**src/rtl/qhttp_session_engine.sv**
```systemverilog
// qhttp_session_engine: multi-session Instaweb <-> QCI teleportation bridge.
// Each session slot moves FREE -> WAIT_EPR -> WAIT_BELL -> FREE. Responses are
// queued in a small TX FIFO. Coherence deadlines, the cycle counter and the
// background expiry scan exist only when QHTTP_DEADLINE_EN is defined.
module qhttp_session_engine #(
    parameter int NUM_SESSIONS   = 4,
    parameter int PRIO_THRESHOLD = 100,
    parameter int TXQ_DEPTH      = 4
) (
    input  logic                              clk_1g,
    input  logic                              rst_n,
    input  logic [511:0]                      rx_data,
    input  logic                              rx_valid,
    output logic                              rx_ready,
    output logic [511:0]                      tx_data,
    output logic                              tx_valid,
    input  logic                              tx_ready,
    input  logic [127:0]                      qubit_id,
    input  logic                              qubit_ready,
    input  logic [63:0]                       coherence_deadline,
    output logic                              qubit_ack,
    output logic [1:0]                        pauli_gate,
    output logic                              apply_gate,
    output logic [127:0]                      apply_qubit_id,
    input  logic                              emergency_override,
    output logic [$clog2(NUM_SESSIONS+1)-1:0] active_sessions,
    output logic [15:0]                       drop_count
);

    localparam int SW = (NUM_SESSIONS > 1) ? $clog2(NUM_SESSIONS) : 1;
    localparam int QW = $clog2(TXQ_DEPTH);
    localparam int CW = $clog2(TXQ_DEPTH + 1);
    localparam logic [31:0] PRIO_LIM = PRIO_THRESHOLD;

    localparam logic [7:0] T_ENT     = 8'h01;
    localparam logic [7:0] T_EPR     = 8'h02;
    localparam logic [7:0] T_BELL    = 8'h03;
    localparam logic [7:0] T_CORR    = 8'h04;
    localparam logic [7:0] T_TIMEOUT = 8'h05;
    localparam logic [7:0] T_REJECT  = 8'h06;

    typedef enum logic [1:0] {
        S_FREE      = 2'd0,
        S_WAIT_EPR  = 2'd1,
        S_WAIT_BELL = 2'd2
    } slot_state_t;

    // Incoming frame fields
    logic [7:0]   f_type;
    logic [7:0]   f_prio;
    logic [127:0] f_id;
    logic [1:0]   f_bell;
    logic         prio_pass;
    logic         unused_rx;

    assign f_type    = rx_data[7:0];
    assign f_prio    = rx_data[23:16];
    assign f_id      = rx_data[159:32];
    assign f_bell    = rx_data[161:160];
    assign prio_pass = ({24'd0, f_prio} <= PRIO_LIM) || emergency_override;
    assign unused_rx = ^{rx_data[511:162], rx_data[31:24], rx_data[15:8]};

    // Session slots
    slot_state_t  slot_state     [NUM_SESSIONS];
    slot_state_t  slot_state_nxt [NUM_SESSIONS];
    logic [127:0] slot_id        [NUM_SESSIONS];

    // Slot update request from the arbiter (at most one slot per cycle)
    logic          slot_we;
    logic [SW-1:0] slot_idx;
    slot_state_t   slot_new;
    logic          id_we;

    // Lookup results
    logic          held_hit;
    logic          free_hit;
    logic [SW-1:0] free_idx;
    logic          epr_hit;
    logic [SW-1:0] epr_idx;
    logic          bell_hit;
    logic [SW-1:0] bell_idx;
    logic          bell_late;

    // TX queue
    logic [135:0]  q_mem [TXQ_DEPTH];
    logic [QW-1:0] wr_ptr;
    logic [QW-1:0] rd_ptr;
    logic [CW-1:0] q_count;
    logic          q_full;
    logic          push;
    logic          pop;
    logic [7:0]    push_type;
    logic [127:0]  push_id;

    logic drop;
    logic apply_nxt;

`ifdef QHTTP_DEADLINE_EN
    logic [63:0]   now;
    logic [63:0]   slot_dl [NUM_SESSIONS];
    logic          dl_we;
    logic [SW-1:0] scan_ptr;
    logic          scan_en;
    logic          scan_expired;

    assign bell_late    = now > slot_dl[bell_idx];
    assign scan_expired = (slot_state[scan_ptr] == S_WAIT_BELL) && (now > slot_dl[scan_ptr]);
`else
    logic unused_dl;

    assign bell_late = 1'b0;
    assign unused_dl = ^coherence_deadline;
`endif

    assign q_full   = (q_count == CW'(TXQ_DEPTH));
    assign rx_ready = !q_full;
    assign tx_valid = (q_count != '0);
    assign pop      = tx_valid && tx_ready;
    assign tx_data  = tx_valid ? {376'd0, q_mem[rd_ptr]} : '0;

    // Associative lookups over all slots; descending loop leaves the lowest index
    always_comb begin
        held_hit = 1'b0;
        free_hit = 1'b0;
        free_idx = '0;
        epr_hit  = 1'b0;
        epr_idx  = '0;
        bell_hit = 1'b0;
        bell_idx = '0;
        for (int i = NUM_SESSIONS - 1; i >= 0; i--) begin
            if (slot_state[i] != S_FREE && slot_id[i] == f_id) begin
                held_hit = 1'b1;
            end
            if (slot_state[i] == S_FREE) begin
                free_hit = 1'b1;
                free_idx = SW'(i);
            end
            if (slot_state[i] == S_WAIT_EPR && slot_id[i] == qubit_id) begin
                epr_hit = 1'b1;
                epr_idx = SW'(i);
            end
            if (slot_state[i] == S_WAIT_BELL && slot_id[i] == f_id) begin
                bell_hit = 1'b1;
                bell_idx = SW'(i);
            end
        end
    end

    // Occupied-slot count
    always_comb begin
        active_sessions = '0;
        for (int i = 0; i < NUM_SESSIONS; i++) begin
            if (slot_state[i] != S_FREE) begin
                active_sessions = active_sessions + 1'b1;
            end
        end
    end

    // Arbiter and event decode: rx frame, then qubit_ready, then expiry scan
    always_comb begin
        push      = 1'b0;
        push_type = 8'h00;
        push_id   = '0;
        drop      = 1'b0;
        qubit_ack = 1'b0;
        apply_nxt = 1'b0;
        slot_we   = 1'b0;
        slot_idx  = '0;
        slot_new  = S_FREE;
        id_we     = 1'b0;
`ifdef QHTTP_DEADLINE_EN
        dl_we     = 1'b0;
        scan_en   = 1'b0;
`endif
        if (rx_valid && rx_ready) begin
            if (!prio_pass) begin
                drop = 1'b1;
            end else begin
                case (f_type)
                    T_ENT: begin
                        if (held_hit || !free_hit) begin
                            push      = 1'b1;
                            push_type = T_REJECT;
                            push_id   = f_id;
                        end else begin
                            slot_we  = 1'b1;
                            slot_idx = free_idx;
                            slot_new = S_WAIT_EPR;
                            id_we    = 1'b1;
                        end
                    end
                    T_BELL: begin
                        if (bell_hit) begin
                            slot_we  = 1'b1;
                            slot_idx = bell_idx;
                            slot_new = S_FREE;
                            push     = 1'b1;
                            push_id  = f_id;
                            if (bell_late) begin
                                push_type = T_TIMEOUT;
                            end else begin
                                push_type = T_CORR;
                                apply_nxt = 1'b1;
                            end
                        end else begin
                            drop = 1'b1;
                        end
                    end
                    default: drop = 1'b1;
                endcase
            end
        end else if (qubit_ready && !q_full) begin
            qubit_ack = 1'b1;
            if (epr_hit) begin
                slot_we   = 1'b1;
                slot_idx  = epr_idx;
                slot_new  = S_WAIT_BELL;
                push      = 1'b1;
                push_type = T_EPR;
                push_id   = qubit_id;
`ifdef QHTTP_DEADLINE_EN
                dl_we     = 1'b1;
`endif
            end
`ifdef QHTTP_DEADLINE_EN
        end else if (!q_full) begin
            scan_en = 1'b1;
            if (scan_expired) begin
                slot_we   = 1'b1;
                slot_idx  = scan_ptr;
                slot_new  = S_FREE;
                push      = 1'b1;
                push_type = T_TIMEOUT;
                push_id   = slot_id[scan_ptr];
            end
`endif
        end
    end

    // Slot next-state: apply the single granted update
    always_comb begin
        for (int i = 0; i < NUM_SESSIONS; i++) begin
            slot_state_nxt[i] = slot_state[i];
        end
        if (slot_we) begin
            slot_state_nxt[slot_idx] = slot_new;
        end
    end

    // Slot state register; reset aborts every session at once
    always_ff @(posedge clk_1g or negedge rst_n) begin
        if (!rst_n) begin
            for (int i = 0; i < NUM_SESSIONS; i++) begin
                slot_state[i] <= S_FREE;
            end
        end else begin
            for (int i = 0; i < NUM_SESSIONS; i++) begin
                slot_state[i] <= slot_state_nxt[i];
            end
        end
    end

    // Slot qubit id capture on allocation (payload only, meaningful when not FREE)
    always_ff @(posedge clk_1g) begin
        if (id_we) begin
            slot_id[slot_idx] <= f_id;
        end
    end

`ifdef QHTTP_DEADLINE_EN
    // Deadline capture when the EPR pair becomes ready
    always_ff @(posedge clk_1g) begin
        if (dl_we) begin
            slot_dl[slot_idx] <= coherence_deadline;
        end
    end

    // Free-running cycle counter and round-robin expiry pointer
    always_ff @(posedge clk_1g or negedge rst_n) begin
        if (!rst_n) begin
            now      <= 64'd0;
            scan_ptr <= '0;
        end else begin
            now <= now + 64'd1;
            if (scan_en) begin
                scan_ptr <= (scan_ptr == SW'(NUM_SESSIONS - 1)) ? '0 : scan_ptr + 1'b1;
            end
        end
    end
`endif

    // TX queue storage write
    always_ff @(posedge clk_1g) begin
        if (push) begin
            q_mem[wr_ptr] <= {push_id, push_type};
        end
    end

    // TX queue pointers and occupancy; pushes are only granted when not full
    always_ff @(posedge clk_1g or negedge rst_n) begin
        if (!rst_n) begin
            wr_ptr  <= '0;
            rd_ptr  <= '0;
            q_count <= '0;
        end else begin
            if (push) begin
                wr_ptr <= wr_ptr + 1'b1;
            end
            if (pop) begin
                rd_ptr <= rd_ptr + 1'b1;
            end
            case ({push, pop})
                2'b10:   q_count <= q_count + 1'b1;
                2'b01:   q_count <= q_count - 1'b1;
                default: q_count <= q_count;
            endcase
        end
    end

    // Correction strobe, gate/target hold registers and saturating drop counter
    always_ff @(posedge clk_1g or negedge rst_n) begin
        if (!rst_n) begin
            apply_gate     <= 1'b0;
            pauli_gate     <= 2'b00;
            apply_qubit_id <= '0;
            drop_count     <= 16'd0;
        end else begin
            apply_gate <= apply_nxt;
            if (apply_nxt) begin
                pauli_gate     <= f_bell;
                apply_qubit_id <= f_id;
            end
            if (drop && drop_count != 16'hFFFF) begin
                drop_count <= drop_count + 16'd1;
            end
        end
    end

endmodule

```
**config.mk**
```make
export PLATFORM = sky130hd
export DESIGN_NAME = qhttp_session_engine
export DESIGN_NICKNAME = d
export VERILOG_FILES = /design/src/rtl/qhttp_session_engine.sv
export SDC_FILE = /design/constraint.sdc
export NUM_CORES = 2
export LEC_CHECK = 0
export ABC_AREA = 1
export CAP_MARGIN = 10
export CORE_AREA = 4 4 528 530
export DETAILED_ROUTE_END_ITERATION = 10
export DIE_AREA = 0 0 532 534
export GPL_TIMING_DRIVEN = 0
export PLACE_DENSITY = 0.52
export SYNTH_ARGS = -nofsm -noshare
export SYNTH_HDL_FRONTEND = slang
export SYNTH_SLANG_ARGS = --single-unit
```
**constraint.sdc**
```tcl
create_clock -name clk_1g -period 9.9 [get_ports clk_1g]
set_input_delay 0.99 -clock clk_1g [delete_from_list [all_inputs] [get_ports clk_1g]]
set_output_delay 0.99 -clock clk_1g [all_outputs]
set_load 0.01 [all_outputs]
```
# Word-level counts from Yosys, hierarchy flattened
# Memories as Yosys holds them, arrays and structs flattened.
# Cells that the tools add are included.
# classes
add_sub_neg	8
order_cmp	3
eq_ne	22
mux	91
bitwise_logic	1
n_reduce_logical	31
# ops
cell	n
$eq 128x128->1	8
$mux 128	6
$pmux 128 s2	1
$mux 136	1
$mux 2	24
$mux 1	44
$mux 3	6
$logic_and 1x1->1	17
$add 16x1->16 const B	1
$ne 16x16->1 const B	1
$add 3x1->3 const B	4
$pmux 3 s2	2
$eq 2x1->1 const B	5
$eq 2x2->1 const B	5
$reduce_bool 2->1	5
$bwmux 8	1
$eq 8x1->1 const B	1
$eq 8x2->1 const B	1
$le 8x7->1 const B	1
$logic_not 2->1	4
$mux 8	1
$pmux 1 s2	3
$add 2x1->2 const B	2
$demux 2 s2	1
9 further kinds	11
# totals
register_bits	162
ramBits	1056
out_inout_bits	665
word_cells	169
mem_count	2
# memory_table
memory	words	width	rd	rd_ports_with_merged_regs	wr	line_no	source
q_mem	4	136	1	0	1	85	logic [135:0] q_mem [TXQ_DEPTH];
slot_id	4	128	4	0	1	66	logic [127:0] slot_id [NUM_SESSIONS];

# Longest topological paths before layout
# An unclocked memory read counts as a cell.
# logic_depth
ltp_word	18
depth_mapped	23
ltp_nobuf	22

# Least setup slack after synthesis
# Ideal clock, no wire load.
# synth_path
path_kind	in2reg
startpoint	in rx_data[110]
endpoint	mem slot_id[1][0] (enable)
setup_time_ps	617
t_arrival_ps	7823
setup_slack_ps	1460
cell_stages	16
n_path_buf	1
path_cell_list	buf_2 > xnor2_1 > nand2_1 > nor2_1 > nand2_1 > nor2_1 > nand2_1 > nor2_1 > nand4_1 > nand2_1 > nand3_1 > nand2_1 > nand2_1 > nand2_1 > nand2_1 > nor2_1
# synth_between
elab_chain_cells	13
word_cells_on_any_way	36
classes_between	eq/ne (4); mux (23); reduce/logical (9)
# synth_rtl
item	line_no	source
start, declared	12	input logic [511:0] rx_data,
$eq 128x128->1	131, 142	
$logic_and 1x1->1	131	if (slot_state[i] != S_FREE && slot_id[i] == f_id) begin
$mux 1 (4 in series)	131	
$logic_or 1x1->1	181	if (held_hit || !free_hit) begin
$mux 1	181	
$mux 1	179	case (f_type)
$mux 1	176	if (!prio_pass) begin
$mux 1	175	if (rx_valid && rx_ready) begin
$mux 1	265	if (id_we) begin
$mux 1 (not written as such)	266	slot_id[slot_idx] <= f_id;
end, declared	66	
# Parallel ways exist; a longest one is shown, timed or not.

# Worst setup path in the final report
# layout_path
startpoint	in qubit_id[42]
endpoint	mem q_mem[1][52] (enable)
# layout_between
elab_chain_cells	11
word_cells_on_any_way	17
classes_between	eq/ne (4); mux (9); reduce/logical (4)
# layout_rtl
item	line_no	source
start, declared	18	input logic [127:0] qubit_id,
$eq 128x128->1	138	if (slot_state[i] == S_WAIT_EPR && slot_id[i] == qubit_id) begin
$logic_and 1x1->1	138	
$mux 1 (3 in series)	138	
$mux 1 (*)	138	
$mux 1 (*)	214	if (epr_hit) begin
$mux 1 (*)	212	end else if (qubit_ready && !q_full) begin
$mux 1 (*)	175	
$mux 1 (*)	294	if (push) begin
$mux 1 (not written as such) (*)	295	q_mem[wr_ptr] <= {push_id, push_type};
end, declared	85	
# Mark *: on every way between the ends. The rest lies on a longest branch, timed or not.

==> impl_metrics.ini <==
[drt]
routedWlPerCell_um = 42.1
drcViolationCount = 0
ant_nets = 0
dr_total_vias = 62300
drtPass1Iterations = 6
drtIter0Drc = 9436
vias_per_cell = 5.17
routed_wl_um = 508000

[placed_design]
port-buffer-count = 538
dp_slack_ps = 1660
dp_hpwl_um = 431000
place_congestion = 1.13
dp_cells = 11700

[synthesis]
synthTopCellsByArea = edfxtp_1, nand2_1, dfrtp_1
yosys_warnings = 0
synth_top_family_by_area = simple AND/OR/NAND/NOR gates
synth_area_leader_cell = edfxtp_1
synth_fa_ha_area_frac = 0.00201
synth_enable_flop_cells = 1032
async_flop_share = 0.136
synthMuxAreaShare = 0.000171
synth-compound-area-share = 0.0868
yosysSeqAreaShare = 0.531
synth_top_area_share = 0.470
synth-seq-cells = 1194
synth_cell_types = 62
syn_area_mm2 = 0.0659
netlist_instances = 7132
synthSimpleGateAreaFrac = 0.211
synthFlopType = edfxtp_1
synth_xor_area_frac = 0.0696
syn_area_per_cell_um2 = 9.25

[global_route]
use_met1 = 0.459
grt_overflow = 0
top_usage_layer = met2
grt_pass1_vias = 56400
grt_pass1_wl_um = 629000
antenna_found_initial = 146
met2_usage = 0.504
use_met3 = 0.0930
grt_usage = 0.343
grt_max_degree = 87

[clock_tree]
cts-root-buf = clkbuf_16
cts_tree = done
cts_max_level = 4
cts.sinks = 1194
clk_latency_ps = 860
cts.clk_slew.worst_paths_ps = 60
ctsResizeCount = 0
cts_max_path_buffers = 3
cts_made_buffers = 148

[final_layout]
fillCellCount = 28600
nNetsFinal = 8975
drive_gt1_frac = 0.147
area_delta_synth_final_pct = 27.0
regArea_mm2 = 0.0350
fin_cells = 12000
multi_input_comb_area_mm2 = 0.0259

[floorplanning]
die_w_um = 532
io_pins = 1375
num_rows = 192
chipHeight_um = 534
dieArea_mm2 = 0.284
core_area_mm2 = 0.273
start_util = 0.241

[critical_path]
critical_path.endpoint_type = register
cp-startpoint = qubit_id[42]
worstPathArrival_ps = 8230
crit_required_ps = 10370
startpoint_type = input port
critPathKind = input port to register
cp_max_fo = 70
rr_startpoint = slot_id[3][42]$_DFFE_PP_

[pwr]
power_density_mw_per_mm2 = 197
finalPower_mw = 16.5
max-vdd-ir-drop_mv = 0.177
p_leak_nw = 33.3

[min_path]
worst_hold_path_type = register to register
hp-start = apply_qubit_id[14]$_DFFE_PN0P_

[job]
cap_viol_max_count = 3

[sta]
relSlewSlack = -0.0560
fmax_mhz = 129
hold_slack_ps = 479
setup_viol = 0
hold_violations = 0
worstMarginPinSlew_ps = 1580
fin_crit_ps = 7750
worst_clock_skew_ps = 54.7
post-route-period-util = 0.783
rsz0062_at_grt = false
postLayoutSetupSlackWorst_ps = 2150
drv_slew = 8

[status]
status = finished with violations
violations = max-capacitance violations, max-slew violations
==> final timing paths <==
| kind | end | slack [ps] | cells after the start |
|---|---|---|---|
| setup / recovery | q_mem[1][52]$_DFFE_PP_ | 2150 | 17 |
| hold / removal | apply_qubit_id[14]$_DFFE_PN0P_ | 480 | 2 |
| setup reg to reg | q_mem[1][52]$_DFFE_PP_ | 2490 | 16 |
| hold reg to reg | apply_qubit_id[14]$_DFFE_PN0P_ | 480 | 2 |
| max in group asynchronous | apply_qubit_id[83]$_DFFE_PN0P_ | 8440 | 3 |
| min in group asynchronous | pauli_gate[1]$_DFFE_PN0P_ | 550 | 2 |
==> cell usage after synthesis, drive strengths merged (8+ instances only) <==
master   number
inv         549
ha            9
nand2      1472
clkbuf      117
a21oi       149
xnor2       445
nor4b         8
o21ai       500
o2111ai      23
nor3         90
buf         588
xor2         79
nand3b       14
o22ai       194
dfrtp       162
nand4       228
nor4         66
edfxtp     1032
nand3       230
nor3b        22
nor2        983
or2         125
==> layout by cell type (no fill, tap or decap), types with 130 or more instances in the layout <==
cell type / instances
buf_2: 164
a21oi_1: 145
xnor2_1: 441
nor2_1: 973
o21ai_0: 435
inv_1: 425
edfxtp_1: 1032
buf_4: 402
clkdlybuf4s50_1: 537
nand2_1: 1465
clkbuf_16: 150
dfrtp_1: 162
conb_1: 382
nand3_1: 229
nand4_1: 228
clkbuf_1: 130
==> area by class of cell <==
cell class | count | share of cell area
Sequential cell | 1194 | 0.418
Multi-Input combinational cell | 5064 | 0.310
Timing Repair Buffer | 592 | 0.0753
Tap cell | 3589 | 0.0536
Buffer | 705 | 0.0531
Clock buffer | 185 | 0.0475
Inverter | 550 | 0.0252
Clock inverter | 91 | 0.0151
Antenna cell | 74 | 0.00221
==> power breakdown <==
part | total [mW] | switching, mW | internal [mW]
registers | 5.49 | 0.0308 | 5.46
clock network | 5.96 | 2.49 | 3.47
logic | 5.02 | 3.40 | 1.61
==> routing by layer <==
metal	vias to the layer above	wire length (um)
li1	25600	-
met1	31400	213000
met2	4418	213000
met3	779	49300
met4	70	31200
met5	-	466
==> flip-flops by register name, indices dropped and copies added, names as in the netlist <==
register        count
q_count             3
rd_ptr              2
apply_gate          1
drop_count         16
slot_state          8
q_mem             520
wr_ptr              2
apply_qubit_id    128
slot_id           512
pauli_gate          2
==> kinds of logic (layout without fill, tap and decap cells) <==
kind of cell | count (synthesis) | in the layout
AND/OR/NAND/NOR | 3251 | 3251
XOR/XNOR | 524 | 524
AO/OA/AOI/OAI | 896 | 896
other | 1 | 456
buffers and inverters | 1255 | 2123
flip-flops | 1194 | 1194
multiplexers | 1 | 1
adder cells (fa/ha/maj) | 10 | 10
==> metrics by stage <==
step           cell area (um^2)   util  TNS [ps]
4_1_cts                   83500  0.305         0
2_1_floorplan             67400      -         0
5_1_grt                   83600  0.306         0
3_5_place_dp              78300  0.286         0
6_report                  83700  0.306         0
3_3_place_gp              77200  0.283  -4406980
==> worst max-delay path: stages <==
cell	delay [ps]
clkdlybuf4s50_1	570
xnor2_1	1260
nand3_1	830
nor2_1	290
nand4_1	260
nor2_1	480
nand3_1	470
nor2_2	350
inv_2	40
nand2_1	90
nand2_1	120
nand2_2	890
nor2_2	190
inv_2	160
nand2_1	150
inv_8	360
buf_16	320
==> repair_timing <==
action,in CTS,in global routing
hold buffers,1,0
buffers inserted,0,0
endpoints found under the hold margin,3,0
No activity file was read; power rests on OpenSTA's default activity.
